### src/rtl/pcim_burst_splitter_pkg.sv
// AOSF1Types: shared SoftReg and PCIM command types
// used by the PCIM read/write stages and the burst splitter.
package AOSF1Types;

    localparam logic [31:0] PCIM_SPLITTER_CSR = 32'h10;

    typedef struct packed {
        logic        valid;
        logic        is_write;
        logic [31:0] addr;
        logic [63:0] data;
    } SoftRegReq;

    typedef struct packed {
        logic        valid;
        logic [63:0] data;
    } SoftRegResp;

    typedef struct packed {
        logic [39:0] addr;
        logic [7:0]  len;
        logic [15:0] id;
    } PCIM_Command;

    typedef enum logic [1:0] {
        IDLE,
        ISSUE,
        STALL
    } splitter_state_e;

endpackage

### src/rtl/pcim_burst_splitter.sv
// Splits a SoftReg-programmed line transfer into PCIM bursts
// that never cross a MAX_BEATS boundary, with credit throttling.
module pcim_burst_splitter
    import AOSF1Types::*;
#(
    parameter int unsigned MAX_BEATS       = 64,
    parameter int unsigned MAX_OUTSTANDING = 32,
    parameter logic [31:0] CSR_ADDR        = PCIM_SPLITTER_CSR
) (
    input  logic        clk,
    input  logic        rst,
    input  SoftRegReq   softreg_req,
    output SoftRegResp  softreg_resp,
    output logic        cmd_valid,
    input  logic        cmd_ready,
    output PCIM_Command cmd,
    input  logic        cpl_valid
);

    localparam logic [39:0] MB      = 40'(MAX_BEATS);
    localparam logic [5:0]  MAX_OUT = 6'(MAX_OUTSTANDING);

    splitter_state_e state_q, state_d;
    PCIM_Command     cmd_q, cmd_d;
    logic            cmd_valid_q, cmd_valid_d;
    logic [39:0]     addr_q, addr_d;
    logic [23:0]     rem_q, rem_d;
    logic [5:0]      out_q, out_d;
    logic [4:0]      id_q, id_d;
    logic [15:0]     bursts_q, bursts_d;
    logic            ovl_q, ovl_d;
    logic            unf_q, unf_d;

    logic            csr_hit, csr_wr, csr_rd, accept;
    logic [23:0]     acc_beats;
    logic [39:0]     addr_n;
    logic [23:0]     rem_n;

    function automatic logic [23:0] burst_beats(
        input logic [39:0] a,
        input logic [23:0] r
    );
        logic [39:0] room;
        room = MB - (a & (MB - 40'd1));
        if ({16'b0, r} < room) return r;
        return room[23:0];
    endfunction

    function automatic PCIM_Command make_cmd(
        input logic [39:0] a,
        input logic [23:0] r,
        input logic [4:0]  i
    );
        PCIM_Command c;
        logic [23:0] n;
        n      = burst_beats(a, r) - 24'd1;
        c.addr = a;
        c.len  = n[7:0];
        c.id   = {11'b0, i};
        return c;
    endfunction

    assign csr_hit = softreg_req.valid && (softreg_req.addr == CSR_ADDR);
    assign csr_wr  = csr_hit && softreg_req.is_write;
    assign csr_rd  = csr_hit && !softreg_req.is_write;
    assign accept  = cmd_valid_q && cmd_ready;

    assign acc_beats = {16'b0, cmd_q.len} + 24'd1;
    assign addr_n    = addr_q + {16'b0, acc_beats};
    assign rem_n     = rem_q - acc_beats;

    assign cmd       = cmd_q;
    assign cmd_valid = cmd_valid_q;

    // Status read is answered combinationally in the request cycle
    always_comb begin
        softreg_resp.valid = csr_rd && !rst;
        softreg_resp.data  = {
            (state_q != IDLE) || (out_q != 6'd0),
            ovl_q, unf_q, 13'b0, rem_q, bursts_q, 2'b0, out_q
        };
    end

    // Next-state, credit accounting and command generation
    always_comb begin
        state_d     = state_q;
        cmd_d       = cmd_q;
        cmd_valid_d = cmd_valid_q;
        addr_d      = addr_q;
        rem_d       = rem_q;
        id_d        = id_q;
        bursts_d    = bursts_q;
        out_d       = out_q;
        ovl_d       = csr_rd ? 1'b0 : ovl_q;
        unf_d       = csr_rd ? 1'b0 : unf_q;

        if (cpl_valid && out_q == 6'd0) unf_d = 1'b1;
        if (accept && !cpl_valid) out_d = out_q + 6'd1;
        else if (!accept && cpl_valid && out_q != 6'd0)
            out_d = out_q - 6'd1;

        if (csr_wr && state_q != IDLE) ovl_d = 1'b1;

        unique case (state_q)
            IDLE: begin
                if (csr_wr && softreg_req.data[23:0] != 24'd0) begin
                    addr_d = softreg_req.data[63:24];
                    rem_d  = softreg_req.data[23:0];
                    if (out_q < MAX_OUT) begin
                        cmd_d = make_cmd(softreg_req.data[63:24],
                                         softreg_req.data[23:0], id_q);
                        cmd_valid_d = 1'b1;
                        state_d     = ISSUE;
                    end else begin
                        state_d = STALL;
                    end
                end
            end
            ISSUE: begin
                if (accept) begin
                    addr_d   = addr_n;
                    rem_d    = rem_n;
                    id_d     = id_q + 5'd1;
                    bursts_d = bursts_q + 16'd1;
                    if (rem_n == 24'd0) begin
                        cmd_valid_d = 1'b0;
                        state_d     = IDLE;
                    end else if (out_d < MAX_OUT) begin
                        cmd_d = make_cmd(addr_n, rem_n, id_d);
                    end else begin
                        cmd_valid_d = 1'b0;
                        state_d     = STALL;
                    end
                end
            end
            STALL: begin
                if (out_q < MAX_OUT) begin
                    cmd_d       = make_cmd(addr_q, rem_q, id_q);
                    cmd_valid_d = 1'b1;
                    state_d     = ISSUE;
                end
            end
            default: begin
                cmd_valid_d = 1'b0;
                state_d     = IDLE;
            end
        endcase
    end

    // State and datapath registers
    always_ff @(posedge clk) begin
        if (rst) begin
            state_q     <= IDLE;
            cmd_q       <= '0;
            cmd_valid_q <= 1'b0;
            addr_q      <= '0;
            rem_q       <= '0;
            out_q       <= '0;
            id_q        <= '0;
            bursts_q    <= '0;
            ovl_q       <= 1'b0;
            unf_q       <= 1'b0;
        end else begin
            state_q     <= state_d;
            cmd_q       <= cmd_d;
            cmd_valid_q <= cmd_valid_d;
            addr_q      <= addr_d;
            rem_q       <= rem_d;
            out_q       <= out_d;
            id_q        <= id_d;
            bursts_q    <= bursts_d;
            ovl_q       <= ovl_d;
            unf_q       <= unf_d;
        end
    end

endmodule

### config.mk
export PLATFORM = sky130hd
export DESIGN_NAME = pcim_burst_splitter
export DESIGN_NICKNAME = d
export VERILOG_FILES = /design/src/rtl/pcim_burst_splitter_pkg.sv /design/src/rtl/pcim_burst_splitter.sv
export SDC_FILE = /design/constraint.sdc
export NUM_CORES = 1
export LEC_CHECK = 0
export BUFFER_PORTS_ARGS = -buffer_cell sky130_fd_sc_hd__buf_2
export CAP_MARGIN = 20
export CORE_ASPECT_RATIO = 0.75
export CORE_MARGIN = 1.5
export CORE_UTILIZATION = 60
export CTS_BUF_LIST = sky130_fd_sc_hd__clkbuf_2 sky130_fd_sc_hd__clkbuf_4 sky130_fd_sc_hd__clkbuf_8
export CTS_CLUSTER_DIAMETER = 120
export DETAILED_ROUTE_END_ITERATION = 10
export GPL_TIMING_DRIVEN = 0
export PLACE_DENSITY = 0.84
export SYNTH_ARGS = -nofsm -noshare
export SYNTH_HDL_FRONTEND = slang
export SYNTH_SLANG_ARGS = --single-unit
export TNS_END_PERCENT = 1
### constraint.sdc
create_clock -name clk -period 12.8 [get_ports clk]
set_input_delay 0.64 -clock clk [delete_from_list [all_inputs] [get_ports clk]]
set_output_delay 0.64 -clock clk [all_outputs]
set_load 0.01 [all_outputs]
## After elaboration in Yosys (flattened, before gate mapping)

Index checks and enable logic that the tools add are counted.

- Register bits: 160
- Input bits: 102
- Output and inout bits: 130
- Logic and storage cells: 129

- Add/subtract/negate cells: 13
- Order comparisons: 5
- Equality and inequality tests: 10
- Mux-type cells: 58
- Reduce and logical (&&, ||, !) cells: 31

Operators by type and width:

| operator | number |
|---|---|
| $mux 64 | 6 |
| $pmux 64 s3 | 1 |
| $lt 24x40->1 | 3 |
| $mux 8 | 15 |
| $mux 40 | 2 |
| $pmux 40 s2 | 1 |
| $mux 24 | 2 |
| $pmux 24 s2 | 1 |
| $add 40x9->40 | 1 |
| $eq 32x5->1 const B | 1 |
| $logic_not 24->1 | 1 |
| $reduce_bool 24->1 | 1 |
| $sub 24x9->24 | 1 |
| $sub 7x6->8 const A | 3 |
| $sub 8x1->8 const B | 3 |
| $mux 1 | 20 |
| $add 16x1->16 const B | 1 |
| $lt 6x6->1 const B | 2 |
| $mux 2 | 6 |
| $mux 6 | 2 |
| $ne 2x2->1 const B | 6 |
| $logic_and 1x1->1 | 11 |
| $add 8x1->9 const B | 1 |
| $reduce_bool 2->1 | 4 |
| 18 further kinds | 22 |

## Logic depth before layout (Yosys ltp)

- Depth after elaboration: 21
- Gate-level depth with buffers: 23
- Depth with buffers taken out: 22

## Worst setup path before layout

Ideal clock, no wire load.

- Kind: reg-to-reg
- Start point: register cmd_q (netlist bit cmd[16])
- End point: register cmd_q (netlist bit cmd[20])
- Setup time: 0.091 ns
- Arrival time: 4.423 ns
- Data required time: 12.709 ns
- Setup slack: 8.286 ns
- Cell stages (with the launch flop): 22
- Buffers on the path: 1
- Clock period less this slack: 4.514 ns
- Cells stage by stage: dfxtp_1 > ha_1 > fa_1 > a21o_1 > a21oi_1 > xnor2_1 > or2_2 > nor2_1 > xor2_1 > ha_1 > a21o_1 > a21oi_1 > o21ai_0 > and4b_1 > clkbuf_2 > nand2_1 > o311ai_1 > inv_1 > ha_1 > nand4_1 > o21ai_0 > a311oi_1

- Word-level cells in the longest chain between the ends: 19
- Elaborated cells between the ends (all ways): 24
- Those cells by class: add/sub: 5; order compare: 1; eq/ne: 1; mux: 15; reduce/logical: 2

RTL lines:

| element | RTL line | text |
|---|---|---|
| start: declaration | pcim_burst_splitter.sv:24 | `PCIM_Command cmd_q, cmd_d;` |
| start signal: assignment | pcim_burst_splitter.sv:165 | `cmd_q <= cmd_d;` |
| $add 8x1->9 * | pcim_burst_splitter.sv:68 | `assign acc_beats = {16'b0, cmd_q.len} + 24'd1;` |
| $add 40x9->40 | pcim_burst_splitter.sv:69 | `assign addr_n = addr_q + {16'b0, acc_beats};` |
| $sub 7x6->8 | pcim_burst_splitter.sv:44 | `room = MB - (a & (MB - 40'd1));` |
| $lt 24x40->1 | pcim_burst_splitter.sv:45 | `if ({16'b0, r} < room) return r;` |
| $mux 1 | pcim_burst_splitter.sv:45 |  |
| $mux 1 | pcim_burst_splitter.sv:128 | `end else if (out_d < MAX_OUT) begin` |
| $mux 1 | pcim_burst_splitter.sv:125 | `if (rem_n == 24'd0) begin` |
| $mux 1 | pcim_burst_splitter.sv:120 | `if (accept) begin` |
| (+3 left out) | n/a |  |
| $mux 8 | pcim_burst_splitter.sv:125 |  |
| $mux 8 | pcim_burst_splitter.sv:120 |  |
| $mux 8 | pcim_burst_splitter.sv:104 | `unique case (state_q)` |
| $sub 8x1->8 | pcim_burst_splitter.sv:56 | `n = burst_beats(a, r) - 24'd1;` |
| $mux 64 | pcim_burst_splitter.sv:128 |  |
| $mux 64 | pcim_burst_splitter.sv:125 |  |
| $mux 64 | pcim_burst_splitter.sv:120 |  |
| $pmux 64 s3 | pcim_burst_splitter.sv:104 |  |

Mark *: on every way between the ends. The rest lies on a longest branch, timed or not. The select of a mux whose other input is x is not followed.
A chain may end at the register's enable or synchronous reset.

## Worst setup path in the final report

Same ends and word-level chain as after synthesis.

==> flow_summary.json <==
{
  "synth_seq_cells": 149,
  "outcome": "completed",
  "post-cts-setup-buffers": 0,
  "dieArea_um2": 18600,
  "synth_area_leaders": "dfxtp_1 28%, a21oi_1 6.6%, nand2_1 6.1%, ha_1 5.8%, nor2_1 5.0%",
  "synth_most_common_cell": "nand2_1",
  "dr.pass1.iters": 9,
  "place_inst": 1888,
  "synthTopCellsByCount": "173 x nand2_1, 149 x dfxtp_1, 141 x a21oi_1, 141 x nor2_1, 76 x o21ai_0",
  "ys_warn_count": 0,
  "core_um2": 17100,
  "path_max_fanout": 6,
  "drc": 0,
  "fin_crit_ns": 5.74,
  "crit_type": "reg -> reg",
  "synth_top_cell_area_share_pct": 28.0,
  "synth-main-ff-cell": "dfxtp_1",
  "relSlewSlack_pct": 28.1,
  "hold_buffers": 0,
  "wl_mm": 41.8,
  "critPathCapture": "cmd[20]$_SDFFE_PP0P_",
  "avgSynthCellArea_um2": 7.50,
  "cp_data_required_time_ns": 13.19,
  "grt_usage_pct": 44.2,
  "insertion_delay_ns": 0.49,
  "cp_data_arrival_time_ns": 6.13,
  "die_w_um": 157,
  "drt_iter0_drc": 1992,
  "power.total_mw": 4.38,
  "r2r-start": "cmd[16]$_SDFFE_PP0P_",
  "hold_viol": 0,
  "drive_above_1_share_pct": 18.4,
  "grt_overflow": 0,
  "vdd_drop_max_mv": 0.405,
  "synth_cell_types": 89,
  "power.leakage_nw": 5.05,
  "initial_core_util_pct": 62.4,
  "ff2ff_path_depth": 19,
  "cts.sinks": 149,
  "slew_viol_final": 0,
  "fin_nets": 1825,
  "io_pins": 232,
  "grt_pass1_wl_mm": 62.5,
  "clockRootBuffer": "clkbuf_8",
  "dp_worst_setup_slack_ns": 7.26,
  "power.density_nw_per_um2": 350,
  "fin_crit_sh_pct": 44.9,
  "end_kind": "flop",
  "chipHeight_um": 118,
  "antenna_cells": 0,
  "cap_viol_max_count": 0,
  "grt_start_max_net_pins": 17,
  "final.setup.tns_ns": 0,
  "synth_edf_count": 0,
  "fmax_mhz": 174,
  "rsz0062_at_grt": "no",
  "cts_resized": 0,
  "cp-startpoint": "cmd[16]$_SDFFE_PP0P_",
  "layout-area-overhead-vs-synth_pct": 17.4,
  "fin_hold_ws_ns": 0.447,
  "vias_per_cell": 6.53,
  "regToRegEndpoint": "cmd[20]$_SDFFE_PP0P_",
  "async_flop_share_pct": 0,
  "dp_hpwl_mm": 31.5,
  "gp_congestion": 1.05,
  "cts_buffer_depth": 2,
  "hold_path.class": "in -> reg",
  "setup_viol": 0,
  "htree_num_levels": 4,
  "stdcell_count": 1921,
  "cts_tree": "built",
  "antenna_found_initial": 0,
  "final.setup.worst_slack_ns": 7.06,
  "ff2ff_setup_slack_ns": 7.06,
  "num_vias": 12600,
  "rows": 41,
  "syn_inst": 1421,
  "avgRoutedWirePerCell_um": 21.7,
  "skew_ns": 0.0130,
  "synth_area_leader_cell": "dfxtp_1",
  "drtAntennaViolNets": 0,
  "portBuffers": 205,
  "post_synth_instance_area_um2": 10700,
  "clk_pin_slew_ns": 0.10,
  "cp-start-kind": "flop",
  "grt_pass1_vias": 11200,
  "tightest_slew_ns": 1.08,
  "ys_seq_area_share_pct": 28.0,
  "cts_made_buffers": 17
}
==> layer usage <==
metal	global-route usage, %	routed length [µm]	vias up
met5	0	0	-
met4	15.5	1480	0
met3	14.5	6420	151
met2	64.0	17000	1005
met1	60.9	16800	5768
li1	-	-	5626
==> worst max-delay path: stages (launching register included) <==
cell and delay [ns]:
dfxtp_1 0.48, and3_1 0.20, nand3_1 0.16, xnor2_1 0.35, inv_1 0.12, ha_1 0.44
o211ai_1 0.13, o21ai_1 0.67, xor2_1 0.43, ha_1 0.32, a21oi_1 0.12, o21ai_0 0.18
nand4b_1 0.44, nor2_2 0.30, o21ai_1 0.16, a21oi_1 0.18, ha_1 0.21, nand4_1 0.14
or3_1 0.34, a311oi_1 0.27
==> cells in the final DEF, fill, tap and decap left out, types with 35 or more instances in the layout <==
master and count:
inv_1 57, o211ai_1 35, o21ai_0 76, nand2_1 173
clkbuf_1 67, a21oi_1 141, nor2_1 141, a211oi_1 41
dfxtp_1 149, buf_2 211, nand3_1 52, ha_1 49
==> logic make-up after synthesis <==
family | Yosys count | share of synthesized area (%)
AO/OA/AOI/OAI | 437 | 27.3
adder cells (fa/ha/maj) | 51 | 6.13
XOR/XNOR | 60 | 5.00
buffers and inverters | 171 | 7.24
flip-flops | 149 | 28.0
AND/OR/NAND/NOR | 525 | 23.7
multiplexers | 27 | 2.58
other | 1 | 0.0352
==> area by class of cell <==
cell class / instances / area [µm²]
multi-input cells: 1126 / 6990
fillers: 1451 / 4580
flip-flops and latches: 149 / 2980
repair buffers: 207 / 1040
plain buffers: 113 / 553
well taps: 236 / 295
clock buffers: 17 / 234
inverters: 58 / 218
clock inverters: 15 / 188
==> flip-flops by register name, summed over array words and instances (netlist names) <==
register and flops:
cmd 53, addr_q 40, bursts_q 16, unf_q 1, state_q 2, cmd_valid 1, ovl_q 1, id_q 5
rem_q 24, out_q 6
==> metrics by stage <==
step | util (%) | cell area, µm²
floorplan | - | 10700
global placement | 70.6 | 12100
detailed placement | 70.7 | 12100
CTS | 73.2 | 12500
global route | 73.2 | 12500
finish | 73.2 | 12500
==> report_power, final <==
group / internal [mW] / switching [mW]
logic: 1.14 / 2.03
registers: 0.614 / 0.184
clock network: 0.183 / 0.225
total: 1.94 / 2.44
==> worst min-delay path by stage <==
stage / startpoint / cells after the start / slack, ns / endpoint
after floorplan: addr_q[39]$_SDFFE_PP0P_ / 2 / 0.46 / addr_q[39]$_SDFFE_PP0P_
after global placement: cmd[60]$_SDFFE_PP0P_ / 2 / 0.44 / cmd[60]$_SDFFE_PP0P_
after detailed placement: cmd[57]$_SDFFE_PP0P_ / 2 / 0.44 / cmd[57]$_SDFFE_PP0P_
after CTS: softreg_req[48] / 3 / 0.45 / cmd[48]$_SDFFE_PP0P_
after global routing: softreg_req[50] / 3 / 0.46 / cmd[50]$_SDFFE_PP0P_
final: softreg_req[48] / 3 / 0.45 / cmd[48]$_SDFFE_PP0P_
No activity file was read; power rests on OpenSTA's default activity.
